`src/rtl/hamming_tx.sv`:
```
// Hamming (7,4)+overall-parity encoder with optional single-bit error injection,
// serialized as a UART-style frame: start bit, 8 codeword bits LSB-first, stop bit.
module hamming_tx #(
  parameter int CLKS_BIT = 16
) (
  input  logic       clk,
  input  logic       rst_n,
  input  logic [3:0] dato,
  input  logic       valido,
  output logic       listo,
  input  logic       err_en,
  input  logic [2:0] err_pos,
  output logic [7:0] palabra,
  output logic       tx,
  output logic       ocupado,
  output logic       hecho
);

  localparam int CNT_W = (CLKS_BIT > 1) ? $clog2(CLKS_BIT) : 1;
  localparam logic [CNT_W-1:0] CNT_LAST = CNT_W'(CLKS_BIT - 1);

  typedef enum logic [1:0] {IDLE, START, DATOS, STOP} state_t;

  state_t           state;
  logic [CNT_W-1:0] cnt;
  logic [2:0]       idx;
  logic [7:0]       cw;
  logic [7:0]       cw_inj;

  // Bit index equals Hamming position; bit 0 is overall parity, taken before injection.
  always_comb begin
    cw    = '0;
    cw[3] = dato[3];
    cw[5] = dato[2];
    cw[6] = dato[1];
    cw[7] = dato[0];
    cw[1] = cw[3] ^ cw[5] ^ cw[7];
    cw[2] = cw[3] ^ cw[6] ^ cw[7];
    cw[4] = cw[5] ^ cw[6] ^ cw[7];
    cw[0] = ^cw[7:1];
    cw_inj = cw;
    if (err_en) cw_inj[err_pos] = ~cw[err_pos];
  end

  always_ff @(posedge clk or negedge rst_n) begin
    if (!rst_n) begin
      state   <= IDLE;
      cnt     <= '0;
      idx     <= '0;
      palabra <= '0;
      tx      <= 1'b1;
      listo   <= 1'b1;
      ocupado <= 1'b0;
      hecho   <= 1'b0;
    end else begin
      case (state)
        IDLE: begin
          hecho <= 1'b0;
          if (valido) begin
            palabra <= cw_inj;
            state   <= START;
            cnt     <= '0;
            idx     <= '0;
            tx      <= 1'b0;
            listo   <= 1'b0;
            ocupado <= 1'b1;
          end
        end
        START: begin
          if (cnt == CNT_LAST) begin
            cnt   <= '0;
            idx   <= '0;
            state <= DATOS;
            tx    <= palabra[0];
          end else begin
            cnt <= cnt + 1'b1;
          end
        end
        DATOS: begin
          if (cnt == CNT_LAST) begin
            cnt <= '0;
            if (idx == 3'd7) begin
              idx   <= '0;
              state <= STOP;
              tx    <= 1'b1;
            end else begin
              idx <= idx + 3'd1;
              tx  <= palabra[idx + 3'd1];
            end
          end else begin
            cnt <= cnt + 1'b1;
          end
        end
        STOP: begin
          if (cnt == CNT_LAST) begin
            cnt     <= '0;
            state   <= IDLE;
            hecho   <= 1'b1;
            listo   <= 1'b1;
            ocupado <= 1'b0;
          end else begin
            cnt <= cnt + 1'b1;
          end
        end
        default: begin
          state   <= IDLE;
          cnt     <= '0;
          idx     <= '0;
          tx      <= 1'b1;
          listo   <= 1'b1;
          ocupado <= 1'b0;
          hecho   <= 1'b0;
        end
      endcase
    end
  end

endmodule

```
`config.mk`:
```
export PLATFORM = sky130hd
export DESIGN_NAME = hamming_tx
export DESIGN_NICKNAME = d
export VERILOG_FILES = /design/src/rtl/hamming_tx.sv
export SDC_FILE = /design/constraint.sdc
export NUM_CORES = 1
export LEC_CHECK = 0
export CAP_MARGIN = 10
export CORE_MARGIN = 2
export CORE_UTILIZATION = 45
export CTS_CLUSTER_DIAMETER = 50
export CTS_CLUSTER_SIZE = 16
export DETAILED_ROUTE_END_ITERATION = 12
export PLACE_DENSITY = 0.68
export SETUP_SLACK_MARGIN = 0.1
export SKIP_CTS_REPAIR_TIMING = 1
export SLEW_MARGIN = 20
export SYNTH_ARGS = -nofsm -noshare
export SYNTH_HDL_FRONTEND = slang
export SYNTH_SLANG_ARGS = --single-unit
```
`constraint.sdc`:
```
create_clock -name clk -period 2.5 [get_ports clk]
set_input_delay 0.25 -clock clk [delete_from_list [all_inputs] [get_ports clk]]
set_output_delay 0.25 -clock clk [all_outputs]
set_load 0.01 [all_outputs]
```
After elaboration in Yosys (flattened, before gate mapping). Cells that the tools add are included.

Register bits: 21. Input port bits: 11. Output and inout port bits: 12.

Add/subtract/negate cells: 2. $lt $le $gt $ge: 3. Equality and inequality tests: 10. Multiplexer cells: 33. Bitwise gates (word level): 7. Reduce and logical (&&, ||, !) cells: 11.

Operators by type and width (number): $mux W3 (4); $mux W1 (10); $mux W2 (5); $ne A2 B2 Y1 const B (5); $pmux W3 S3 (1); $bwmux W8 (1); $lt A3 B4 Y1 const B (2); $mux W4 (2); $mux W8 (1); $pmux W2 S4 (1); $pmux W4 S2 (1); $reduce_xor A7 Y1 (1); $bmux W1 S3 (2); $pmux W1 S2 (3); $xor A1 B1 Y1 (6); $reduce_and A5 Y1 (1); $add A4 B1 Y4 const B (1); $eq A2 B2 Y1 const B (2); $eq A4 B4 Y1 const B (1); $reduce_and A2 Y1 (2); $reduce_and A4 Y1 (1); $add A3 B1 Y3 const B (1); $demux W1 S3 (1); $eq A3 B3 Y1 const B (1); 10 further kinds (10).

Logic depth before layout (Yosys ltp).
Word-level depth: 8. Depth in mapped cells: 7. Gate-level depth less buffers: 6.

Worst setup path after synthesis. No wires, ideal clock.

Path type: reg2reg. Start: register idx[0]. End: register tx. Data arrival time: 1734 ps. Path slack: 677 ps. Cell stages (with the launch flop): 6. Path buffers: 0. Period minus slack after synthesis: 1823 ps. Cells stage by stage: dfrtp_1 > ha_1 > mux4_1 > mux2_2 > o211ai_2 > a31oi_1.

Longest elaborated chain between the ends: 6.

Ends and longest elaborated chain: from (decl) (RTL line 26) `logic [2:0] idx;`; from (signal assigned) (RTL line 87) `idx <= idx + 3'd1;`; $add A3 B1 Y3 (RTL line 88) `tx <= palabra[idx + 3'd1];`; $bmux W1 S3 (RTL line 88); $mux W1 (not written as such) (RTL line 88); $mux W1 (*) (RTL line 82) `if (idx == 3'd7) begin`; $mux W1 (*) (RTL line 80) `if (cnt == CNT_LAST) begin`; $pmux W1 S3 (*) (RTL line 56) `case (state)`; to (signal assigned) (RTL line 74) `tx <= palabra[0];`; to (signal assigned) (RTL line 88); to (decl) (RTL line 14) `output logic tx,`.

Mark *: on every way between the ends. The rest lies on a longest branch, timed or not. The select of a mux whose other input is x is not followed. A chain may end at the register's enable or synchronous reset.

Worst setup path after layout.
Start: register state[0]. End: register palabra[3].

Longest elaborated chain between the ends: 2.

Ends and longest elaborated chain: from (decl) (RTL line 24) `state_t state;`; from (signal assigned) (RTL line 47) `state <= IDLE;`; from (signal assigned) (RTL line 61) `state <= START;`; from (signal assigned) (RTL line 73) `state <= DATOS;`; $logic_not A2 Y1 (RTL line 56); $reduce_and A2 Y1 (no source line); to (signal assigned) (RTL line 60) `palabra <= cw_inj;`; to (decl) (RTL line 13) `output logic [7:0] palabra,`.

Every way passes these cells.

==> summary.md <==
| Metric | Value |
|---|---|
| Status | finished, final reports clean |
| Fmax | between 400 and 500 MHz |
| GRT Util Overall | 0.175 |
| CTS tree | done |
| Most frequent cell after synthesis | dfrtp_1 |
| First-pass GRT wire length | about 4600 um |
| Share of cells above drive strength 1 | 0.0759 |
| Initial antenna violation count | 0 |
| RSZ-0062 raised after global routing | no |
| Clock Tree Buf Depth | 2 |
| Starting DRT DRC Count | between 40 and 50 |
| Yosys top cell by area | dfrtp_1 |
| Dpl cells | roughly 190 |
| Area Overhead vs Synth | 19.1% |
| Initial core utilization | 0.482 |
| GR Layer Usage met1 | 0.244 |
| Least-Margin Pin Slew | between 0.4 and 0.5 ns |
| Syn Area/Cell | 9.64 um^2 |
| Reg2reg start | state[0] |
| Core Box Area | approximately 2800 um^2 |
| Post-Syn Area | 1340 um^2 |
| Post-synth top area share | 0.355 |
| Die W | 58.6 um |
| GRT busiest layer | met2 |
| Number of nets in the layout | between 150 and 200 |
| Max Slew Vio Count | 0 |
| Post-DR wirelength/cell | 14.4 um |
| Flop2flop setup slack | approximately 0.45 ns |
| Final cell count without fillers | between 150 and 200 |
| Syn nets | 157 |
| End of the worst register-to-register path | palabra[3] |
| Post-synth cell types | 44 |
| Clk sink count | 21 |
| GRT overflow | 0 |
| Setup TNS | 0 ns |
| Clock latency on the worst-skew pair | 0.30 ns |
| Ys flop type | dfrtp_1 |
| Routed via count | around 1.1k |
| Port Buf Inserts | 22 |
| Worst clock skew | ~0.010 ns |
| Boundary pin count | 23 |
| Drt total wl | around 2700 um |
| Vias per cell | ~5.6 |
| Leakage | between 0.6 and 0.7 nW |
| Worst path required time | around 2.7 ns |
| Die footprint | 3430 um^2 |
| Fin crit period | roughly 2.0 ns |
| Gate Count Post-Synth | approximately 140 |
| Die Height | around 59 um |
| Critical Path AT | approximately 2.3 ns |
| Crit. End Element | flop |
| Worst Path Max Fanout | 13 |
| CTS buffer count | 3 |
| # setup viols final | 0 |
| Hold Fails Final Rpt | 0 |
| Seq/Total Area, Yosys | 0.394 |
| Vias in the first global route | between 900 and 1k |
| # DRC | 0 |
| MaxCap Viol Count | 0 |
| Fraction of registers with async set/reset | 1.00 |
| Max H-tree Level | 1 |
| Largest net degree at the start of global routing | 22 |
| Final HPWL DP | 2110 um |
| Met2 GRT Util | 0.281 |
| Hold Crit Class | in2async |
| # diodes | 0 |
| 1st-pass router iterations | 4 |
| Reg2reg path depth | 6 |
| Yosys warns | 0 |
| Worst IR Drop VDD | between 0.0007 and 0.0008 V |
| Core Rows | 19 |
| Top cells by area, synth | dfrtp_1 (35%), ha_1 (6.5%), o21ai_0 (5.6%) |
| ANT nets after route | 0 |
| EDFF count, synth | 0 |
| Top cells by count, synth | dfrtp_1 (19), o21ai_0 (15), nand2_1 (13) |
| Met3 GRT Util | 0.0198 |
| CP startpoint kind | flop |
| WS Path Type | reg2reg |
| Rel. slew slack | 0.726 |
| Pwr per Cell Area | between 1000 and 1500 nW/um^2 |
| Clock-pin slew on the worst setup and hold paths | 0.13 ns |
| GP Congestion | 0.776 |
| Clock root buffer | clkbuf_4 |
| Register bit total from synthesis | 21 |
| Period utilisation layout | 0.820 |
-- power by group --
part	switching (W)	internal [W]
Combinational	0.000411	0.000438
Sequential	0.000118	0.000483
Clock	0.000106	0.0000608
-- cell type report --
cell class	instances	area [um^2]
inverter	8	30.0
clock inverter	1	7.51
clock buffer	3	22.5
tap	31	38.8
fill	245	1180
timing repair buffer	23	228
multi-input combinational	102	742
sequential	21	528
-- flip-flops by register name (all words and copies together) (netlist names) --
name     cells
palabra      8
cnt          4
idx          3
state        2
hecho        1
listo        1
ocupado      1
tx           1
-- metrics by stage --
stage	total power, W	instance area (um^2)	setup slack (ns)	hold WS, ns	util
floorplan	0.00116	1340	0.677	-0.0456	-
global placement	0.00142	1570	0.553	0.494	0.563
detailed placement	0.00146	1570	0.486	0.496	0.563
CTS	0.00163	1600	0.455	0.260	0.574
global route	0.00176	1600	0.245	0.260	0.574
finish	0.00162	1600	0.450	0.263	0.574
-- cells by family (layout without fill, tap and decap cells) --
family                     after synthesis  count (layout)  share of synthesized area
and+or+nand+nor                         42              42                      0.161
AOI/OAI and AO/OA                       35              35                      0.176
DFF                                     21              21                      0.394
buffers and inverters                   16              35                     0.0523
xor gates and xnor gates                10              10                     0.0654
muxes                                    8               8                     0.0859
adders and majority gates                7               7                     0.0654
-- how the worst max path moves through the flow --
| stage | to | slack (ns) | startpoint |
|---|---|---|---|
| floorplan | tx | 0.68 | idx[0] |
| global placement | palabra[3] | 0.55 | dato[3] |
| detailed placement | palabra[3] | 0.49 | state[0] |
| CTS | palabra[3] | 0.46 | state[0] |
| global route | palabra[3] | 0.25 | state[0] |
| finish | palabra[3] | 0.45 | state[0] |
-- cell usage in the layout (no fill, tap or decap), types with 4 or more instances in the layout --
master           instances
a21oi_1                  6
clkdlybuf4s50_1         22
dfrtp_1                 19
ha_1                     7
inv_1                    8
mux2i_1                  4
nand2_1                 13
nor2_1                  10
o21ai_0                 15
xnor2_1                  5
xor2_1                   5
-- critical path, stage by stage (launching register included) --
cell and delay (ns):
dfrtp_1 0.44, inv_1 0.10, ha_1 0.39, and2_1 0.29, o21ai_0 0.12, a2111o_1 0.38
o31a_1 0.24
-- routing by layer --
layer | share of wire | up-vias
met4 | 0.0099 | 0
met3 | 0.024 | 2
li1 | - | 532
met2 | 0.49 | 19
met1 | 0.47 | 507
met5 | 0 | -
(Power assumes the default switching activity.)
